$ cat src/rtl/fb_scanout.sv
// VGA 640x480@60 scan-out: 2x-doubled frame-buffer fetch, RGB332->444, bank swap at vblank entry.
// Latency: pixel addressed at (h,v) appears on vga_* RD_LAT+1 cycles later; free-running, no backpressure.
module fb_scanout #(
    parameter int RD_LAT = 2,
    parameter int FB_W   = 320,
    parameter int FB_H   = 240
) (
    input  logic        clk,
    input  logic        rst_n,
    output logic        fb_rd_en,
    output logic [16:0] fb_addr,
    output logic        fb_bank,
    input  logic [7:0]  fb_data,
    input  logic        swap_req,
    output logic        swap_ack,
    output logic        front_sel,
    output logic [3:0]  vga_r,
    output logic [3:0]  vga_g,
    output logic [3:0]  vga_b,
    output logic        hsync,
    output logic        vsync,
    output logic        vde,
    output logic        frame_start
);

    // Active area follows the frame buffer (2x doubling); porch/sync widths are the VGA 640x480 ones.
    localparam int H_ACT = 2 * FB_W;
    localparam int H_TOT = H_ACT + 16 + 96 + 48;
    localparam int V_ACT = 2 * FB_H;
    localparam int V_TOT = V_ACT + 10 + 2 + 33;

    localparam logic [9:0] H_LAST  = 10'(H_TOT - 1);
    localparam logic [9:0] V_LAST  = 10'(V_TOT - 1);
    localparam logic [9:0] H_ACT_C = 10'(H_ACT);
    localparam logic [9:0] V_ACT_C = 10'(V_ACT);
    localparam logic [9:0] HS_BEG  = 10'(H_ACT + 16);
    localparam logic [9:0] HS_END  = 10'(H_ACT + 16 + 96);
    localparam logic [9:0] VS_BEG  = 10'(V_ACT + 10);
    localparam logic [9:0] VS_END  = 10'(V_ACT + 10 + 2);

    localparam logic [0:0] S_ACTIVE = 1'b0;
    localparam logic [0:0] S_VBLANK = 1'b1;

    // Pipeline word {frame_start, vsync_n, hsync_n, active}; idle keeps syncs deasserted.
    localparam logic [3:0] PIPE_IDLE = 4'b0110;

    logic [9:0]  hcount;
    logic [9:0]  vcount;
    logic [0:0]  state;
    logic [8:0]  px;
    logic [8:0]  py;
    logic [16:0] addr_full;
    logic        active;
    logic        hs_n;
    logic        vs_n;
    logic        fs;
    logic        vblank_entry;
    logic [3:0]  pipe [RD_LAT];
    logic [3:0]  aligned;

    always_ff @(posedge clk) begin
        if (!rst_n) begin
            hcount <= '0;
            vcount <= '0;
        end else if (hcount == H_LAST) begin
            hcount <= '0;
            vcount <= (vcount == V_LAST) ? 10'd0 : vcount + 10'd1;
        end else begin
            hcount <= hcount + 10'd1;
        end
    end

    assign px = hcount[9:1];
    assign py = vcount[9:1];

    generate
        if (FB_W == 320) begin : g_shift_add
            assign addr_full = 17'({py, 8'h00}) + 17'({py, 6'h00}) + 17'(px);
        end else begin : g_const_mul
            assign addr_full = 17'(int'(py) * FB_W + int'(px));
        end
    endgenerate

    assign active   = (hcount < H_ACT_C) && (vcount < V_ACT_C);
    assign hs_n     = !((hcount >= HS_BEG) && (hcount < HS_END));
    assign vs_n     = !((vcount >= VS_BEG) && (vcount < VS_END));
    assign fs       = (hcount == 10'd0) && (vcount == 10'd0);
    assign fb_rd_en = rst_n && active;
    assign fb_addr  = fb_rd_en ? addr_full : 17'd0;
    assign fb_bank  = front_sel;

    always_ff @(posedge clk) begin
        if (!rst_n) begin
            for (int i = 0; i < RD_LAT; i++) pipe[i] <= PIPE_IDLE;
        end else begin
            pipe[0] <= {fs, vs_n, hs_n, active};
            for (int i = 1; i < RD_LAT; i++) pipe[i] <= pipe[i-1];
        end
    end

    assign aligned = pipe[RD_LAT-1];

    always_ff @(posedge clk) begin
        if (!rst_n) begin
            vde         <= 1'b0;
            hsync       <= 1'b1;
            vsync       <= 1'b1;
            frame_start <= 1'b0;
            vga_r       <= 4'h0;
            vga_g       <= 4'h0;
            vga_b       <= 4'h0;
        end else begin
            vde         <= aligned[0];
            hsync       <= aligned[1];
            vsync       <= aligned[2];
            frame_start <= aligned[3];
            vga_r       <= aligned[0] ? {fb_data[7:5], fb_data[7]} : 4'h0;
            vga_g       <= aligned[0] ? {fb_data[4:2], fb_data[4]} : 4'h0;
            vga_b       <= aligned[0] ? {fb_data[1:0], fb_data[1:0]} : 4'h0;
        end
    end

    // state lags vcount by one cycle, so the ACTIVE->VBLANK edge is exactly (h=0, v=V_ACT).
    assign vblank_entry = (state == S_ACTIVE) && (vcount == V_ACT_C);

    always_ff @(posedge clk) begin
        if (!rst_n) begin
            state     <= S_ACTIVE;
            front_sel <= 1'b0;
            swap_ack  <= 1'b0;
        end else begin
            state    <= (vcount < V_ACT_C) ? S_ACTIVE : S_VBLANK;
            swap_ack <= vblank_entry && swap_req;
            if (vblank_entry && swap_req) front_sel <= ~front_sel;
        end
    end

endmodule

$ cat config.mk
export PLATFORM = sky130hd
export DESIGN_NAME = fb_scanout
export DESIGN_NICKNAME = d
export VERILOG_FILES = /design/src/rtl/fb_scanout.sv
export SDC_FILE = /design/constraint.sdc
export NUM_CORES = 1
export LEC_CHECK = 0
export CELL_PAD_IN_SITES_DETAIL_PLACEMENT = 1
export CELL_PAD_IN_SITES_GLOBAL_PLACEMENT = 1
export CORE_MARGIN = 8
export CORE_UTILIZATION = 34
export DETAILED_ROUTE_END_ITERATION = 8
export PLACE_DENSITY = 0.86
export SLEW_MARGIN = 20
export SYNTH_ARGS = -nofsm -noshare
export SYNTH_HDL_FRONTEND = slang
export SYNTH_SLANG_ARGS = --single-unit
$ cat constraint.sdc
create_clock -name clk -period 2.8 [get_ports clk]
set_clock_uncertainty 0.2 [all_clocks]
set_input_delay 0.42 -clock clk [delete_from_list [all_inputs] [get_ports clk]]
set_output_delay 0.42 -clock clk [all_outputs]
set_load 0.01 [all_outputs]
## Word level (Yosys, flattened, before mapping)

Memory sizes are Yosys's and may differ from the RTL's.
Cells that the tools add are included.

| word-level totals | value |
|---|---|
| bits in writable memories | 8 |
| input bits | 11 |
| memories | 1 |
| word-level logic and storage cells | 51 |
| output and inout port bits | 37 |
| register bits after elaboration | 39 |

| cells by class | value |
|---|---|
| $add $sub $neg | 4 |
| eq/ne operators | 3 |
| mux-type cells | 7 |
| reduce and logical (&&, ||, !) cells | 13 |
| bitwise logic cells | 5 |
| $lt $le $gt $ge | 6 |

Memory list:

| memory | words | bits a word | rd ports | clocked after memory_dff | write ports | line | text |
|---|---|---|---|---|---|---|---|
| pipe | 2 | 4 | 2 | 0 | 2 | 58 | `logic [3:0] pipe [RD_LAT];` |

Operators with widths:

| kind | number |
|---|---|
| $add A10 B1 Y10 const B | 2 |
| $eq A10 B10 Y1 const B | 2 |
| $logic_not A10 Y1 | 2 |
| $lt A10 B10 Y1 const B | 2 |
| $lt A10 B9 Y1 const B | 2 |
| $add A17 B15 Y17 | 1 |
| $add A17 B9 Y17 | 1 |
| $mux W17 | 1 |
| $eq A10 B9 Y1 const B | 1 |
| $ge A10 B10 Y1 const B | 1 |
| $ge A10 B9 Y1 const B | 1 |
| $mux W10 | 1 |
| $mux W4 | 2 |
| $logic_and A1 B1 Y1 | 7 |
| $mux W1 | 3 |
| $not A1 Y1 | 3 |
| $logic_not A1 Y1 | 2 |
| $or A1 B1 Y1 | 2 |
| $reduce_and A2 Y1 | 1 |
| $reduce_or A2 Y1 | 1 |

## Longest topological paths before layout

Gate-level depths: netlist (run 1).

| depth | value |
|---|---|
| depth in word-level cells | 4 |
| mapped depth | 9 |
| mapped depth without buffers | 8 |

## Worst setup path before layout (run 1)

OpenSTA, ideal clock, no wires.

| timing path | value |
|---|---|
| kind | register to output |
| start point | register vcount[1] |
| end point | output port fb_addr[15] |
| cell stages (with the launch flop) | 9 |
| buffers on the path | 0 |
| path slack | -0.334 ns |
| data arrival time | 2.514 ns |
| cell sequence | dfxtp_1 > inv_1 > fa_1 > inv_1 > fa_1 > a211oi_1 > nor3_1 > a211oi_1 > mux2i_1 |

| on the way | value |
|---|---|
| word-level cells in the longest chain between the ends | 4 |

RTL lines:

| element | line | text |
|---|---|---|
| from (decl) | 48 | `logic [9:0] vcount;` |
| from (signal assigned) | 67 | `vcount <= (vcount == V_LAST) ? 10'd0 : vcount + 10'd1;` |
| parallel branches: the longest is 3 deep, another holds $add A17 B15 Y17 | - |  |
| $mux W17 * | 89 | `assign fb_addr = fb_rd_en ? addr_full : 17'd0;` |
| to (decl) | 11 | `output logic [16:0] fb_addr,` |

Mark *: on every way between the ends.

## Worst setup path in the final report (run 1)

| timing path | value |
|---|---|
| start point | register vcount[3] |
| end point | output port fb_addr[13] |

Same word-level chain as after synthesis.

==> impl_metrics.tcl, run 1 <==
set metrics [dict create \
    first_pass_iters 4 \
    finalPower_uw 1130 \
    clk_latency_ns 0.30 \
    slew_viol_final 0 \
    grt.total_usage_pct 17.1 \
    nNetsFinal 380 \
    place_congestion 0.845 \
    syn_area_per_cell_um2 8.97 \
    max_freq_mhz 299 \
    viasPerCell 5.36 \
    avgRoutedWirePerCell_um 19.9 \
    cts_hold_buf 0 \
    fin_crit_ns 3.35 \
    initial_core_util_pct 34.6 \
    coreArea_um2 6720 \
    die_x_um 98.6 \
    synth_seq_area_share_pct 37.1 \
    grt_max_degree 29 \
    drcViolationCount 0 \
    synthXorXnorAreaFrac_pct 6.03 \
    root_buffer "clkbuf_8" \
    synth_flop_cell "dfxtp_1" \
    p_leak_uw 0.00152 \
    fin_ws_ns -0.547 \
    yosysWarnings 0 \
    worst_pin_slew_ns 0.424 \
    chipHeight_um 98.6 \
    slew_headroom_pct 71.5 \
    ys_types 44 \
    hold_class "reg -> reg" \
    ys_ff_latch 43 \
    grt_overflow 0 \
    rows 30 \
    status "finished, violations left" \
    syn_nets 293 \
    clock_sinks 43 \
    final_common_cell "buf_4" \
    antenna_found_initial 0 \
    violations "setup timing" \
    synthAdderAreaFrac_pct 13.0 \
    first_global_vias 2553 \
    design.die.area_um2 9730 \
    synth_top_family_by_area "simple AND/OR/NAND/NOR gates" \
    wl_mm 8.50 \
    startpoint_type "register" \
    drv_cap 0 \
    final-setup-viol-count 8 \
    grt_pass1_wl_mm 13.4 \
    cp_max_fo 3 \
    route.vias.total 2287 \
    htree_levels 2 \
    drive_above_1_share_pct 28.0 \
    synth-simple-area-share_pct 28.1 \
    io_pins 48 \
    synthMuxAreaShare_pct 1.29 \
    required_ns 2.18 \
    ir_worst_vdd_mv 0.211 \
    antenna_left 0 \
    syn2layout_area_growth_pct 45.3 \
    cts_tree "built" \
    ys_async_sr_fraction_pct 0 \
    crit_path_end_kind "output port" \
    tns_ns -3.21 \
    critPathKind "reg -> out" \
    synth_compound_area_share_pct 8.30 \
    powerDensity_nw_per_um2 334 \
    final_cell_mix "buf_4, dfxtp_1, clkdlybuf4s50_1, nor2_1, ha_1" \
    diodes 0 \
    cts-buffers-inserted 5 \
    rsz0062_at_grt "true" \
    drtIter0Drc 102 \
    clk_pin_slew_ns 0.09 \
    clockBufferDepth 2 \
    mappedNetlistArea_um2 2320 \
    portBuffers 47 \
    hpwl_mm 5.52 \
    synth_edf_count 0 \
    finalCritPeriodShare_pct 120 \
    syn_inst 259 \
    final-hold-violation-count 0 \
    utilization_pct 50.2 \
    arrival_ns 2.73 \
]
## metrics by stage
| step | hold slack, ns | instance area (um2) | setup slack [ns] | instances |
|---|---|---|---|---|
| after floorplan | 0.186 | 2340 | -0.00406 | 259 |
| after global placement | 0.194 | 3070 | -0.468 | 407 |
| after detailed placement | 0.205 | 3070 | -0.521 | 407 |
| after CTS | 0.222 | 3310 | -0.451 | 422 |
| after global routing | 0.244 | 3370 | -0.593 | 427 |
| final | 0.216 | 3370 | -0.547 | 427 |
## Yosys cell counts, drive strengths merged (2+ instances only)
library cell,number,area [um2]
nand4,5,31.3
or3b,2,17.5
nor4,5,31.3
nor2,19,71.3
o211ai,2,15.0
nand4b,2,17.5
buf,8,67.6
dfxtp,43,861
xor2,4,35.0
nand2,12,45.0
or4,4,33.8
o21ai,9,56.3
and2,16,101
nand2b,8,50.1
fa,2,40.0
ha,21,263
a21boi,2,15.0
or3,6,38.8
nand3,15,75.1
mux2i,3,30.0
nor2b,2,12.5
xnor2,12,105
a21oi,7,38.8
and3,10,63.8
inv,16,60.1
clkbuf,4,16.3
nor3,9,45.0
a211oi,3,22.5
## worst paths after layout
kind	from	end	slack (ns)	depth (start not counted)
worst max-delay path	vcount[3]$_SDFFE_PN0P_	fb_addr[13]	-0.55	9
worst min-delay path	pipe[0][1]$_SDFF_PN1_	pipe[0][5]$_SDFF_PN1_	0.22	1
worst max register to register	hcount[7]$_SDFF_PP0_	vcount[6]$_SDFFE_PN0P_	0.36	5
worst min register to register	pipe[0][1]$_SDFF_PN1_	pipe[0][5]$_SDFF_PN1_	0.22	1
## state kept, by name, indices dropped and copies added, names as in the netlist, 2 cells and up
register,cells
pipe,8
vga_g,3
hcount,10
vga_b,2
vga_r,3
vcount,10
## routing by layer
metal  vias to the layer above  routed length, um  GRT usage (%)
met5                         -                  0              0
met4                         0                224           7.32
met3                        19                248           2.33
met2                        55               4600           32.5
met1                      1147               3420           18.2
li1                       1066                  -              -
## repair_timing
item / CTS / global route
pin swaps: 14 / 14
gates cloned: 0 / 0
buffers inserted: 7 / 6
resized for setup: 61 / 13
setup endpoints to repair: 17 / 16
## cell families after synthesis
| family | Yosys count |
|---|---|
| simple gates | 117 |
| flops | 43 |
| compound gates | 29 |
| buf+inv | 28 |
| fa+ha+maj | 23 |
| xor+xnor | 16 |
| mux | 3 |
## power breakdown
part           internal (uW)  leakage (uW)  switching [uW]
combinational           46.2       0.00113            37.6
clock                    175     0.0000412             236
sequential               623      0.000352            9.01
total                    844       0.00152             283
## critical path, stage by stage (launching register included)
cell	delay, ns
dfxtp_2	0.36
inv_2	0.05
fa_1	0.55
inv_2	0.05
fa_2	0.38
a211oi_4	0.32
o21ai_1	0.10
a21oi_1	0.18
mux2i_1	0.25
buf_2	0.18
## area by class of cell
type,count,area [um2]
Fill cell,751,3350
Multi-Input combinational cell,188,1460
Sequential cell,43,868
Timing Repair Buffer,92,795
Tap cell,80,100
Clock buffer,6,72.6
Inverter,16,63.8
Clock inverter,2,12.5
(Power assumes the default switching activity.)
==> run 2, diff against run 1 <==
- CTS_CLUSTER_DIAMETER: default -> 120
==> results of run 2 <==
Final layout, timing and power as in run 1 (identical DEF).
